<file path="src/rtl/tlul_pkg.sv">
// Shared TL-UL types and constants for the SRAM host arbiter slice.
package tlul_pkg;

   localparam int NumSramHosts = 2;

   typedef logic sram_host_idx_t;

   typedef enum logic [2:0] {
      PutFullData    = 3'h0,
      PutPartialData = 3'h1,
      Get            = 3'h4
   } tl_a_op_e;

   typedef struct packed {
      logic        a_valid;
      tl_a_op_e    a_opcode;
      logic [2:0]  a_param;
      logic [1:0]  a_size;
      logic [7:0]  a_source;
      logic [31:0] a_address;
      logic [3:0]  a_mask;
      logic [31:0] a_data;
      logic [15:0] a_user;
      logic        d_ready;
   } tl_h2d_t;

   typedef struct packed {
      logic        d_valid;
      logic [2:0]  d_opcode;
      logic [2:0]  d_param;
      logic [1:0]  d_size;
      logic [7:0]  d_source;
      logic        d_sink;
      logic [31:0] d_data;
      logic [15:0] d_user;
      logic        d_error;
      logic        a_ready;
   } tl_d2h_t;

endpackage

</file>
<file path="src/rtl/prim_fifo_sync.sv">
// Synchronous ring-buffer FIFO with optional empty pass-through and an
// occupancy output. Writes while full are dropped; callers gate on depth_o.
module prim_fifo_sync #(
   parameter int unsigned Width = 16,
   parameter int unsigned Depth = 4,
   parameter bit          Pass  = 1'b1
) (
   input  logic                       clk_i,
   input  logic                       rst_ni,
   input  logic                       wvalid_i,
   input  logic [Width-1:0]           wdata_i,
   output logic                       rvalid_o,
   input  logic                       rready_i,
   output logic [Width-1:0]           rdata_o,
   output logic [$clog2(Depth+1)-1:0] depth_o
);

   localparam int unsigned PtrW = (Depth > 1) ? $clog2(Depth) : 1;
   localparam int unsigned CntW = $clog2(Depth + 1);

   logic [Width-1:0] mem_q [Depth];
   logic [PtrW-1:0]  wptr_q, rptr_q;
   logic [CntW-1:0]  cnt_q;
   logic             empty, full, pass_thru, do_write, do_pop;

   assign empty     = (cnt_q == '0);
   assign full      = (cnt_q == CntW'(Depth));
   assign pass_thru = Pass && empty && wvalid_i;
   assign rvalid_o  = !empty || pass_thru;
   assign rdata_o   = empty ? wdata_i : mem_q[rptr_q];
   assign do_pop    = rready_i && !empty;
   assign do_write  = wvalid_i && !full && !(pass_thru && rready_i);
   assign depth_o   = cnt_q;

   function automatic logic [PtrW-1:0] next_ptr(input logic [PtrW-1:0] p);
      return (p == PtrW'(Depth - 1)) ? '0 : p + PtrW'(1);
   endfunction

   // Storage write; contents need no reset because cnt_q qualifies them.
   always_ff @(posedge clk_i) begin
      if (do_write) mem_q[wptr_q] <= wdata_i;
   end

   // Pointer and occupancy bookkeeping.
   always_ff @(posedge clk_i) begin
      if (!rst_ni) begin
         wptr_q <= '0;
         rptr_q <= '0;
         cnt_q  <= '0;
      end else begin
         if (do_write) wptr_q <= next_ptr(wptr_q);
         if (do_pop)   rptr_q <= next_ptr(rptr_q);
         case ({do_write, do_pop})
            2'b10:   cnt_q <= cnt_q + CntW'(1);
            2'b01:   cnt_q <= cnt_q - CntW'(1);
            default: cnt_q <= cnt_q;
         endcase
      end
   end

endmodule

</file>
<file path="src/rtl/tlul_sram_arb.sv">
// Two-host round-robin TL-UL arbiter in front of a shared SRAM path.
// Handshake: a transfer happens on a channel exactly when valid and ready
// are both 1 at a rising clock edge; valid never waits on ready.
// An in-order ID FIFO remembers which host owns each outstanding response.
module tlul_sram_arb
   import tlul_pkg::*;
#(
   parameter int unsigned Outstanding = 2,
   parameter bit          LockOnStall = 1'b1
) (
   input  logic                    clk_i,
   input  logic                    rst_ni,
   input  tl_h2d_t                 tl_h_i [NumSramHosts],
   output tl_d2h_t                 tl_h_o [NumSramHosts],
   input  logic [NumSramHosts-1:0] error_h_i,
   output tl_h2d_t                 tl_dev_o,
   input  tl_d2h_t                 tl_dev_i,
   output logic                    error_o
);

   localparam int unsigned CntW = $clog2(Outstanding + 1);

   sram_host_idx_t  prio_q, grant_q, arb_grant, grant, id_head;
   logic            lock_q;
   logic [CntW-1:0] id_depth;
   logic            id_full, id_nonempty;
   logic            a_allow, dev_a_valid, a_ack, dev_d_ready, d_ack;

   // Round-robin pick: a lone requester wins, a tie goes to prio_q.
   always_comb begin
      arb_grant = 1'b0;
      if (tl_h_i[0].a_valid && tl_h_i[1].a_valid) arb_grant = prio_q;
      else if (tl_h_i[1].a_valid)                 arb_grant = 1'b1;
   end

   assign grant       = lock_q ? grant_q : arb_grant;
   assign id_full     = (id_depth == CntW'(Outstanding));
   // Outputs stay quiet throughout reset, not just after the first edge.
   assign a_allow     = rst_ni & ~id_full;
   assign dev_a_valid = tl_h_i[grant].a_valid & a_allow;
   assign a_ack       = dev_a_valid & tl_dev_i.a_ready;
   assign dev_d_ready = rst_ni & id_nonempty & tl_h_i[id_head].d_ready;
   assign d_ack       = tl_dev_i.d_valid & dev_d_ready;
   assign error_o     = rst_ni & error_h_i[grant] & tl_h_i[grant].a_valid;

   // Request mux downstream and response demux back to the head-of-FIFO host.
   always_comb begin
      tl_dev_o         = tl_h_i[grant];
      tl_dev_o.a_valid = dev_a_valid;
      tl_dev_o.d_ready = dev_d_ready;
      for (int h = 0; h < NumSramHosts; h++) begin
         tl_h_o[h]         = tl_dev_i;
         tl_h_o[h].a_ready = (grant == sram_host_idx_t'(h)) & tl_dev_i.a_ready & a_allow;
         tl_h_o[h].d_valid = tl_dev_i.d_valid & id_nonempty & rst_ni &
                             (id_head == sram_host_idx_t'(h));
      end
   end

   // Priority rotation on each accepted request, and grant lock while stalled.
   always_ff @(posedge clk_i) begin
      if (!rst_ni) begin
         prio_q  <= 1'b0;
         lock_q  <= 1'b0;
         grant_q <= 1'b0;
      end else if (a_ack) begin
         prio_q <= ~grant;
         lock_q <= 1'b0;
      end else if (LockOnStall && dev_a_valid && !tl_dev_i.a_ready) begin
         lock_q  <= 1'b1;
         grant_q <= grant;
      end
   end

   prim_fifo_sync #(
      .Width (1),
      .Depth (Outstanding),
      .Pass  (1'b0)
   ) u_id_fifo (
      .clk_i    (clk_i),
      .rst_ni   (rst_ni),
      .wvalid_i (a_ack),
      .wdata_i  (grant),
      .rvalid_o (id_nonempty),
      .rready_i (d_ack),
      .rdata_o  (id_head),
      .depth_o  (id_depth)
   );

endmodule

</file>
<file path="config.mk">
export PLATFORM = sky130hd
export DESIGN_NAME = tlul_sram_arb
export DESIGN_NICKNAME = d
export VERILOG_FILES = /design/src/rtl/tlul_pkg.sv /design/src/rtl/prim_fifo_sync.sv /design/src/rtl/tlul_sram_arb.sv
export SDC_FILE = /design/constraint.sdc
export NUM_CORES = 1
export LEC_CHECK = 0
export CAP_MARGIN = 30
export CORE_AREA = 2 2 201 203
export CTS_BUF_LIST = sky130_fd_sc_hd__clkbuf_16
export DETAILED_ROUTE_END_ITERATION = 7
export DIE_AREA = 0 0 203 205
export PLACE_DENSITY = 0.48
export REMOVE_ABC_BUFFERS = 1
export SYNTH_ARGS = -nofsm -noshare
export SYNTH_HDL_FRONTEND = slang
export SYNTH_HIERARCHICAL = 1
export SYNTH_SLANG_ARGS = --single-unit
</file>
<file path="constraint.sdc">
create_clock -name clk_i -period 4.2 [get_ports clk_i]
set_input_delay 0.42 -clock clk_i [delete_from_list [all_inputs] [get_ports clk_i]]
set_output_delay 0.42 -clock clk_i [all_outputs]
set_load 0.005 [all_outputs]
</file>
**After elaboration in Yosys (flattened, before gate mapping)**

Memory sizes are Yosys's and may differ from the RTL's. A register that Yosys moved wholly into a read port is not among the register bits.
Index checks and enable logic that the tools add are counted.

- Add/sub/neg operators: 4
- $mul: 0
- Div/mod/pow operators: 0
- $lt $le $gt $ge: 3
- Equal/unequal tests: 3
- Shift-type cells: 0
- Multiplexer cells: 19
- Bitwise logic cells: 23
- Reduce and logical (&&, ||, !) cells: 11

Operators by type and width:

| operator | number |
|---|---|
| $mux W102 | 3 |
| $and A1 B1 Y1 | 16 |
| $mux W1 | 15 |
| $not A1 Y1 | 5 |
| $eq A2 B2 Y1 const B | 2 |
| $ge A2 B2 Y1 const B | 2 |
| $logic_and A1 B1 Y1 | 4 |
| $not A1 Y2 | 2 |
| $pmux W2 S2 | 1 |
| $logic_not A1 Y1 | 3 |
| $add A1 B1 Y1 const B | 2 |
| $add A2 B1 Y2 const B | 1 |
| $eq A2 B1 Y1 const B | 1 |
| $logic_not A2 Y1 | 1 |
| $lt A1 B2 Y1 const B | 1 |
| $reduce_and A2 Y1 | 1 |
| $reduce_bool A2 Y1 | 1 |
| $reduce_or A2 Y1 | 1 |
| $sub A2 B1 Y2 const B | 1 |

- Bits in registers: 7
- Latch bits: 0
- Bits in writable memories: 2
- Bits in read-only memories: 0
- Output and inout port bits: 239
- Word-level logic and storage cells: 70
- Memories kept: 1

Memory list:

| name | words | width | read ports | clocked after memory_dff | write ports | RTL line | RTL |
|---|---|---|---|---|---|---|---|
| u_id_fifo.mem_q | 2 | 1 | 1 | 1 | 1 | prim_fifo_sync.sv:21 | `logic [Width-1:0] mem_q [Depth];` |

**Longest topological paths before layout**

Gate-level depths: netlist of the first run.

- Word-level depth: 13
- Mapped depth: 14
- Mapped depth without buffers: 12

**Hierarchy**

The synthesis of the first run kept the hierarchy.

Modules (own cells, without submodules):

| module | times used | cells an instance | area an instance (µm²) |
|---|---|---|---|
| tlul_sram_arb | 1 | 281 | 2474.9 |
| prim_fifo_sync | 1 | 32 | 304.0 |

**Least setup slack after synthesis of the first run**

OpenSTA, ideal clock, no wires.

- Path type: input to register
- Start point: input port tl_h_i[203] (netlist name)
- End point: register u_id_fifo.cnt_q[1], in the netlist u_id_fifo/depth_o[1]
- Library setup time: 70 ps
- Arrival time: 2558 ps
- Data required time: 4130 ps
- Slack: 1572 ps
- Stages: 13
- Buffers on the path: 2
- Cell sequence: nor2b_1 o21ai_2 buf_6 buf_6 nand2_1 o21ai_0 mux2i_1 nor2_1 and2_1 o21a_2 ha_1 or3_1 a21oi_1

- Longest elaborated chain between the ends: 13
- Elaborated cells on any way between the ends: 22
- Those cells by class: 2 x eq/ne; 10 x mux; 6 x bitwise; 4 x reduce/logical

RTL lines:

| what | RTL line | RTL |
|---|---|---|
| start: declaration | tlul_sram_arb.sv:13 | `input tl_h2d_t tl_h_i [NumSramHosts],` |
| $logic_and A1 B1 Y1 (*) | tlul_sram_arb.sv:32 | `if (tl_h_i[0].a_valid && tl_h_i[1].a_valid) arb_grant = prio_q;` |
| $mux W1 (*) | tlul_sram_arb.sv:32 |  |
| $mux W1 (*) | tlul_sram_arb.sv:36 | `assign grant = lock_q ? grant_q : arb_grant;` |
| via grant | tlul_sram_arb.sv:23 | `sram_host_idx_t prio_q, grant_q, arb_grant, grant, id_head;` |
| $mux W1 (*) | prim_fifo_sync.sv:30 | `assign rdata_o = empty ? wdata_i : mem_q[rptr_q];` |
| via id_head | tlul_sram_arb.sv:23 |  |
| $not A1 Y2 (implied by the code) (*) | tlul_sram_arb.sv:42 | `assign dev_d_ready = rst_ni & id_nonempty & tl_h_i[id_head].d_ready;` |
| $mux W1 (implied by the code) (*) (3 in a row) | tlul_sram_arb.sv:42 |  |
| $and A1 B1 Y1 (*) | tlul_sram_arb.sv:42 |  |
| via dev_d_ready | tlul_sram_arb.sv:27 | `logic a_allow, dev_a_valid, a_ack, dev_d_ready, d_ack;` |
| $and A1 B1 Y1 (*) | tlul_sram_arb.sv:43 | `assign d_ack = tl_dev_i.d_valid & dev_d_ready;` |
| via d_ack | tlul_sram_arb.sv:27 |  |
| $logic_and A1 B1 Y1 (*) | prim_fifo_sync.sv:31 | `assign do_pop = rready_i && !empty;` |
| via u_id_fifo.do_pop | prim_fifo_sync.sv:24 | `logic empty, full, pass_thru, do_write, do_pop;` |
| $eq A2 B1 Y1 or $eq A2 B2 Y1 (tied branches) | prim_fifo_sync.sv:53 | `case ({do_write, do_pop})` |
| $pmux W2 S2 or $reduce_bool A2 Y1 (tied branches) | - |  |
| end signal: assignment | prim_fifo_sync.sv:54 | `2'b10: cnt_q <= cnt_q + CntW'(1);` |
| end signal: assignment | prim_fifo_sync.sv:55 | `2'b01: cnt_q <= cnt_q - CntW'(1);` |
| end signal: assignment | prim_fifo_sync.sv:56 | `default: cnt_q <= cnt_q;` |
| end: declaration | prim_fifo_sync.sv:23 | `logic [CntW-1:0] cnt_q;` |

The timed path passes the listed nets; every way through them passes the cells marked *. The select of a mux whose other input is x is not followed.
A chain may end at the register's enable or synchronous reset.

==> results_dict.tcl, run 1 <==
set metrics [dict create \
    run_status "complete, no violations" \
    arrival_ns 2.59 \
    hold_buffers 0 \
    hold_depth 2 \
    power.density_nw_per_um2 159 \
    setup_viol 0 \
    path_class "in2out" \
    overflow 0 \
    grt_pass1_wl_mm 33.9 \
    slew-limit-headroom_pct 62.8 \
    fin_nets 768 \
    cts_root_buf "clkbuf_16" \
    gp_congestion 0.905 \
    finalSetupTns_ns 0 \
    final_hold_viol_count 0 \
    maxCapViolCount 0 \
    clkLatencyLatePin_ns 0.24 \
    dp.cells 1011 \
    rrSetupSlack_ns 1.72 \
    ys_ff_latch 10 \
    drt_iter0_drc 94 \
    start_util_pct 7.06 \
    fin_util_pct 14.3 \
    clk_pin_slew_ns 0.04 \
    antenna_found_initial 0 \
    synth_cell_types 29 \
    syn_inst 313 \
    num-fill-cells 4437 \
    grt_usage_pct 13.0 \
    whs_ns 0.483 \
    clock-sinks 10 \
    period_share_pct 71.7 \
    cts_max_level 1 \
    async_flop_share_pct 0 \
    cts_setup_buffers 0 \
    row_count 73 \
    finalWorstSetupSlack_ns 1.19 \
    die_area_um2 41600 \
    grt_max_degree 67 \
    worst_pin_slew_ns 0.544 \
    cts_resized 0 \
    num_antenna_cells 0 \
    first_pass_iters 6 \
    rsz0062_at_grt "false" \
    use_met2_pct 23.0 \
    wire_per_inst_um 28.2 \
    cts_tree "done" \
    ys_seq_area_share_pct 7.92 \
    r2r_end "u_id_fifo/depth_o[1]" \
    dpl.hpwl_mm 26.2 \
    vias_per_cell 3.00 \
    fp.dieH_um 205 \
    use_met1_pct 7.59 \
    numPortBuffers 316 \
    cp-end-kind "primary output" \
    r2r-start "lock_q" \
    yosysWarnings 6 \
    core-area_um2 39400 \
    regArea_um2 220 \
    power.leakage_nw 1.88 \
    grt.busiest_layer "met2" \
    skew_ns 0.000753 \
    stdcell_count 1015 \
    worstHoldPathType "reg2reg" \
    drc 0 \
    slew_viol_final 0 \
    period_needed_ns 3.01 \
    ys.flop_type "dfxtp_1" \
    cp-start-kind "input pin" \
    die_w_um 203 \
    syn_to_final_growth_pct 103 \
    max_freq_ghz 0.332 \
    num_vias 3050 \
    fin_total_pwr_uw 894 \
    drive_gt1_share_pct 22.0 \
    dp_slack_ns 1.20 \
    min_to "prio_q" \
    grtUsageMet3_pct 16.2 \
    antenna_left 0 \
    vdd_ir_drop_max_v 0.000134 \
    hp-start "prio_q" \
    placed_area_um2 5560 \
    grt_pass1_vias 3076 \
    synth-edff-count 2 \
    cts_buffer_depth 2 \
    design_area_um2 5640 \
    boundaryPins 515 \
    cp_data_required_time_ns 3.78 \
    multi_input_comb_area_um2 1460 \
    synth_area_um2 2780 \
    reg2regPathDepth 11 \
    avgSynthCellArea_um2 8.88 \
    critPathMaxFanout 66 \
    wirelength_mm 28.6 \
    numCtsBuffers 3 \
]
routing by layer:
metal,part of all wire (%),wire length [um]
met1,21,5900
met2,49,14000
met3,28,7980
met4,2.1,596
met5,0.58,165
logic make-up after synthesis:
family | after synthesis | share of synthesized area (%)
XOR/XNOR | 3 | 0.946
flip-flops | 10 | 7.92
multiplexers | 105 | 42.3
AO/OA/AOI/OAI | 12 | 2.70
buffers and inverters | 150 | 40.0
AND/OR/NAND/NOR | 32 | 5.67
adder cells (fa/ha/maj) | 1 | 0.450
report_power, final:
| group | internal [mW] | switching, mW |
|---|---|---|
| Combinational | 0.442 | 0.175 |
| Clock | 0.125 | 0.0442 |
| Sequential | 0.104 | 0.00452 |
worst max path at each step:
| stage | startpoint | end | slack (ns) | depth (start not counted) |
|---|---|---|---|---|
| global route | tl_h_i[101] | tl_dev_o[96] | 1.14 | 6 |
| global placement | tl_h_i[203] | tl_dev_o[96] | 1.19 | 6 |
| floorplan | tl_h_i[203] | u_id_fifo/depth_o[1] | -0.77 | 11 |
| finish | tl_h_i[203] | tl_dev_o[53] | 1.19 | 6 |
| detailed placement | tl_h_i[203] | tl_dev_o[96] | 1.20 | 6 |
| CTS | tl_h_i[203] | tl_dev_o[96] | 1.18 | 6 |
synth_stat cells, types with 2 or more instances:
cell,number,area (um^2)
buf_6,5,56.3
nand3_1,3,15.0
nand2b_1,3,18.8
buf_4,134,1010
mux2_2,100,1130
nor2b_1,4,25.0
dfxtp_1,8,160
inv_1,4,15.0
a21oi_1,3,15.0
mux2i_1,5,50.1
edfxtp_1,2,60.1
xnor2_1,2,17.5
nand2_1,7,26.3
nor2_1,10,37.5
o21ai_0,4,20.0
buf_2,6,30.0
worst max-delay path, cell delays in order:
cell	delay [ns]
clkdlybuf4s50_1	0.44
nor2b_1	0.17
o21ai_4	0.25
buf_12	0.31
mux2_2	0.41
clkdlybuf4s50_1	0.46
flip-flops by register name, indices dropped and copies added (netlist names), named ones only:
| name | flops |
|---|---|
| u_id_fifo/mem_q | 2 |
| u_id_fifo/depth_o | 2 |
| lock_q | 1 |
| u_id_fifo/wptr_q | 1 |
| grant_q | 1 |
| prio_q | 1 |
| u_id_fifo/rptr_q | 1 |
cell type report:
cell class / instances / area share [%]
timing repair buffer: 319 / 57.0
multi-input combinational: 153 / 25.8
tap: 525 / 11.7
sequential: 10 / 3.91
clock buffer: 3 / 1.33
inverter: 4 / 0.266
clock inverter: 1 / 0.0666
cell usage in the layout, fill, tap and decap left out, drive strengths merged:
master           n
xor2             1
and2             1
xnor2            2
clkinv           1
mux2i            5
o21ai            5
and3             1
clkdlybuf4s50  316
inv              4
a2111oi          1
edfxtp           2
buf              3
nand2b           3
nand2            7
nor2            10
mux2           100
a21o             1
or3              1
nand3            3
nor2b            4
ha               1
and4             1
dfxtp            8
nor3b            1
a21oi            3
clkbuf           3
o21a             1
a31oi            1
No activity file was read; power rests on OpenSTA's default activity.
==> run 2, diff against run 1 <==
--- a/config.mk
+++ b/config.mk
@@ -6,11 +6,11 @@
 export NUM_CORES = 1
 export LEC_CHECK = 0
 export CAP_MARGIN = 30
-export CORE_AREA = 2 2 201 203
+export CORE_AREA = 2 2 198 200
 export CTS_BUF_LIST = sky130_fd_sc_hd__clkbuf_16
 export DETAILED_ROUTE_END_ITERATION = 7
-export DIE_AREA = 0 0 203 205
-export PLACE_DENSITY = 0.48
+export DIE_AREA = 0 0 200 202
+export PLACE_DENSITY = 0.5
 export REMOVE_ABC_BUFFERS = 1
 export SYNTH_ARGS = -nofsm -noshare
 export SYNTH_HDL_FRONTEND = slang
==> constraint.sdc (replaced) <==
create_clock -name clk_i -period 2.5 [get_ports clk_i]
set_input_delay 0.25 -clock clk_i [delete_from_list [all_inputs] [get_ports clk_i]]
set_output_delay 0.25 -clock clk_i [all_outputs]
set_load 0.005 [all_outputs]
==> run 2 against run 1 <==
Net effect:
- setup slack got worse by 1.1 ns
- critical path depth is the same
- power is 79% higher
- critical endpoint is now tl_dev_o[64]
- register-to-register slack got worse by 1.6 ns
- clock skew up 0.0036 ns
- largest cell class unchanged
- combinational power grew 83%
- global-route usage shrank 1.9 points
==> results_dict.tcl, run 2 (synthesis gave the netlist of run 1 again) <==
set metrics [dict create \
    run_status "complete, no violations" \
    power.leakage_nw 2.36 \
    switching_share_pct 25.8 \
    maxCapViolCount 0 \
    critPathMaxFanout 10 \
    die_area_um2 40400 \
    worst_pin_slew_ns 0.521 \
    core-area_um2 38300 \
    critPathTopFamily "buffers and inverters" \
    max_freq_ghz 0.409 \
    vdd_ir_drop_max_v 0.000102 \
    max_stage_delay_ns 0.47 \
    final_hold_viol_count 0 \
    grtUsageMet3_pct 13.6 \
    fin_util_pct 15.9 \
    grt_pass1_wl_mm 29.5 \
    gp_congestion 0.867 \
    use_met2_pct 14.4 \
    stdcell_count 1036 \
    num-fill-cells 4296 \
    cts_root_buf "clkbuf_16" \
    grt_max_degree 23 \
    fin_nets 796 \
    dpl.hpwl_mm 20.3 \
    cts_buffer_depth 2 \
    start_util_pct 7.26 \
    grt.busiest_layer "met2" \
    placed_area_um2 5670 \
    path_class "reg2out" \
    drc 0 \
    syn_to_final_growth_pct 119 \
    fin_total_pwr_mw 1.60 \
    rrSetupSlack_ns 0.12 \
    grt_usage_pct 11.1 \
    setup_viol 0 \
    cp-start-kind "flip-flop" \
    drt_iter0_drc 114 \
    power.density_nw_per_um2 263 \
    wire_per_inst_um 23.6 \
    antenna_left 0 \
    clock-sinks 10 \
    vias_per_cell 3.06 \
    use_met1_pct 10.4 \
    slew-limit-headroom_pct 64.3 \
    cp-end-kind "primary output" \
    num_antenna_cells 0 \
    design_area_um2 6070 \
    hold_buffers 0 \
    fp.dieH_um 202 \
    cts_tree "done" \
    skew_ns 0.00437 \
    clkLatencyLatePin_ns 0.24 \
    final_cell_mix "261 x clkdlybuf4s50_1, 100 x mux2_2, 31 x dlygate4sd2_1, 24 x dlymetal6s2s_1, 15 x buf_4" \
    finalSetupTns_ns 0 \
    worstHoldPathType "reg2reg" \
    crit_slowest_cell "clkdlybuf4s50_1" \
    drive_gt1_share_pct 27.6 \
    clk_pin_slew_ns 0.04 \
    mostFrequentLayoutCell "clkdlybuf4s50_1" \
    boundaryPins 515 \
    path_cells "nand2b_4 -> o21ai_4 -> buf_4 -> bufbuf_16 -> mux2_2 -> clkdlybuf4s50_1" \
    num_vias 3174 \
    arrival_ns 2.20 \
    rsz0062_at_grt "true" \
    numPortBuffers 316 \
    numCtsBuffers 3 \
    wirelength_mm 24.5 \
    cp_data_required_time_ns 2.25 \
    grt_pass1_vias 3335 \
    regArea_um2 221 \
    power_frac_seq_pct 11.3 \
    power_frac_comb_pct 70.9 \
    antenna_found_initial 0 \
    p_int_mw 1.19 \
    slew_viol_final 0 \
    multi_input_comb_area_um2 1480 \
    period_needed_ns 2.45 \
    crit_buf_inv 3 \
    first_pass_iters 4 \
    dp.cells 1018 \
    period_share_pct 97.9 \
    p_sw_uw 411 \
    row_count 72 \
    overflow 0 \
    cts_max_level 1 \
    power_frac_clock_pct 17.8 \
    die_w_um 200 \
]
## run 2: power groups by stage
stage / clock network [mW] / registers [mW] / logic, mW
global placement: 0 / 0.182 / 1.07
global route: 0.298 / 0.181 / 1.21
finish: 0.285 / 0.180 / 1.13
floorplan: 0 / 0.182 / 0.324
CTS: 0.294 / 0.179 / 1.11
detailed placement: 0 / 0.182 / 1.07
## run 2: final timing paths
kind / start / endpoint / cells after the start
min: prio_q / prio_q / 2
min reg2reg: prio_q / prio_q / 2
max reg2reg: lock_q / u_id_fifo/depth_o[1] / 13
max: lock_q / tl_dev_o[64] / 6
## run 2: timing repair
item                       CTS  global route
setup buffers                3             4
pin swaps                    1             3
gates resized for setup     37            38
setup endpoints to repair   79            76
gates cloned                 3             4
## run 2: tightest hold or removal path, delay by kind of cell, from the launching register on
kind / cells / cell delay, ns
flip-flops: 1 / 0.32
AND/OR/NAND/NOR: 1 / 0.06
multiplexers: 1 / 0.06
## run 2: metal layers
metal / vias to the layer above / part of all wire [%]
met4: 10 / 1.4
met2: 415 / 38
li1: 1336 / -
met1: 1389 / 33
met5: - / 2.0
met3: 24 / 25
## run 2: layout make-up
class	instances	share of cell area [%]
Clock inverter	1	0.0618
Multi-Input combinational cell	153	24.4
Inverter	4	0.247
Timing Repair Buffer	347	59.7
Sequential cell	10	3.65
Tap cell	518	10.7
Clock buffer	3	1.24
## run 2: per-stage QoR
stage,setup slack [ns],hold slack [ns]
floorplan,-2.38,0.350
global placement,-0.166,0.466
detailed placement,-0.157,0.468
CTS,-0.137,0.483
global route,-0.0196,0.500
finish,0.0527,0.486
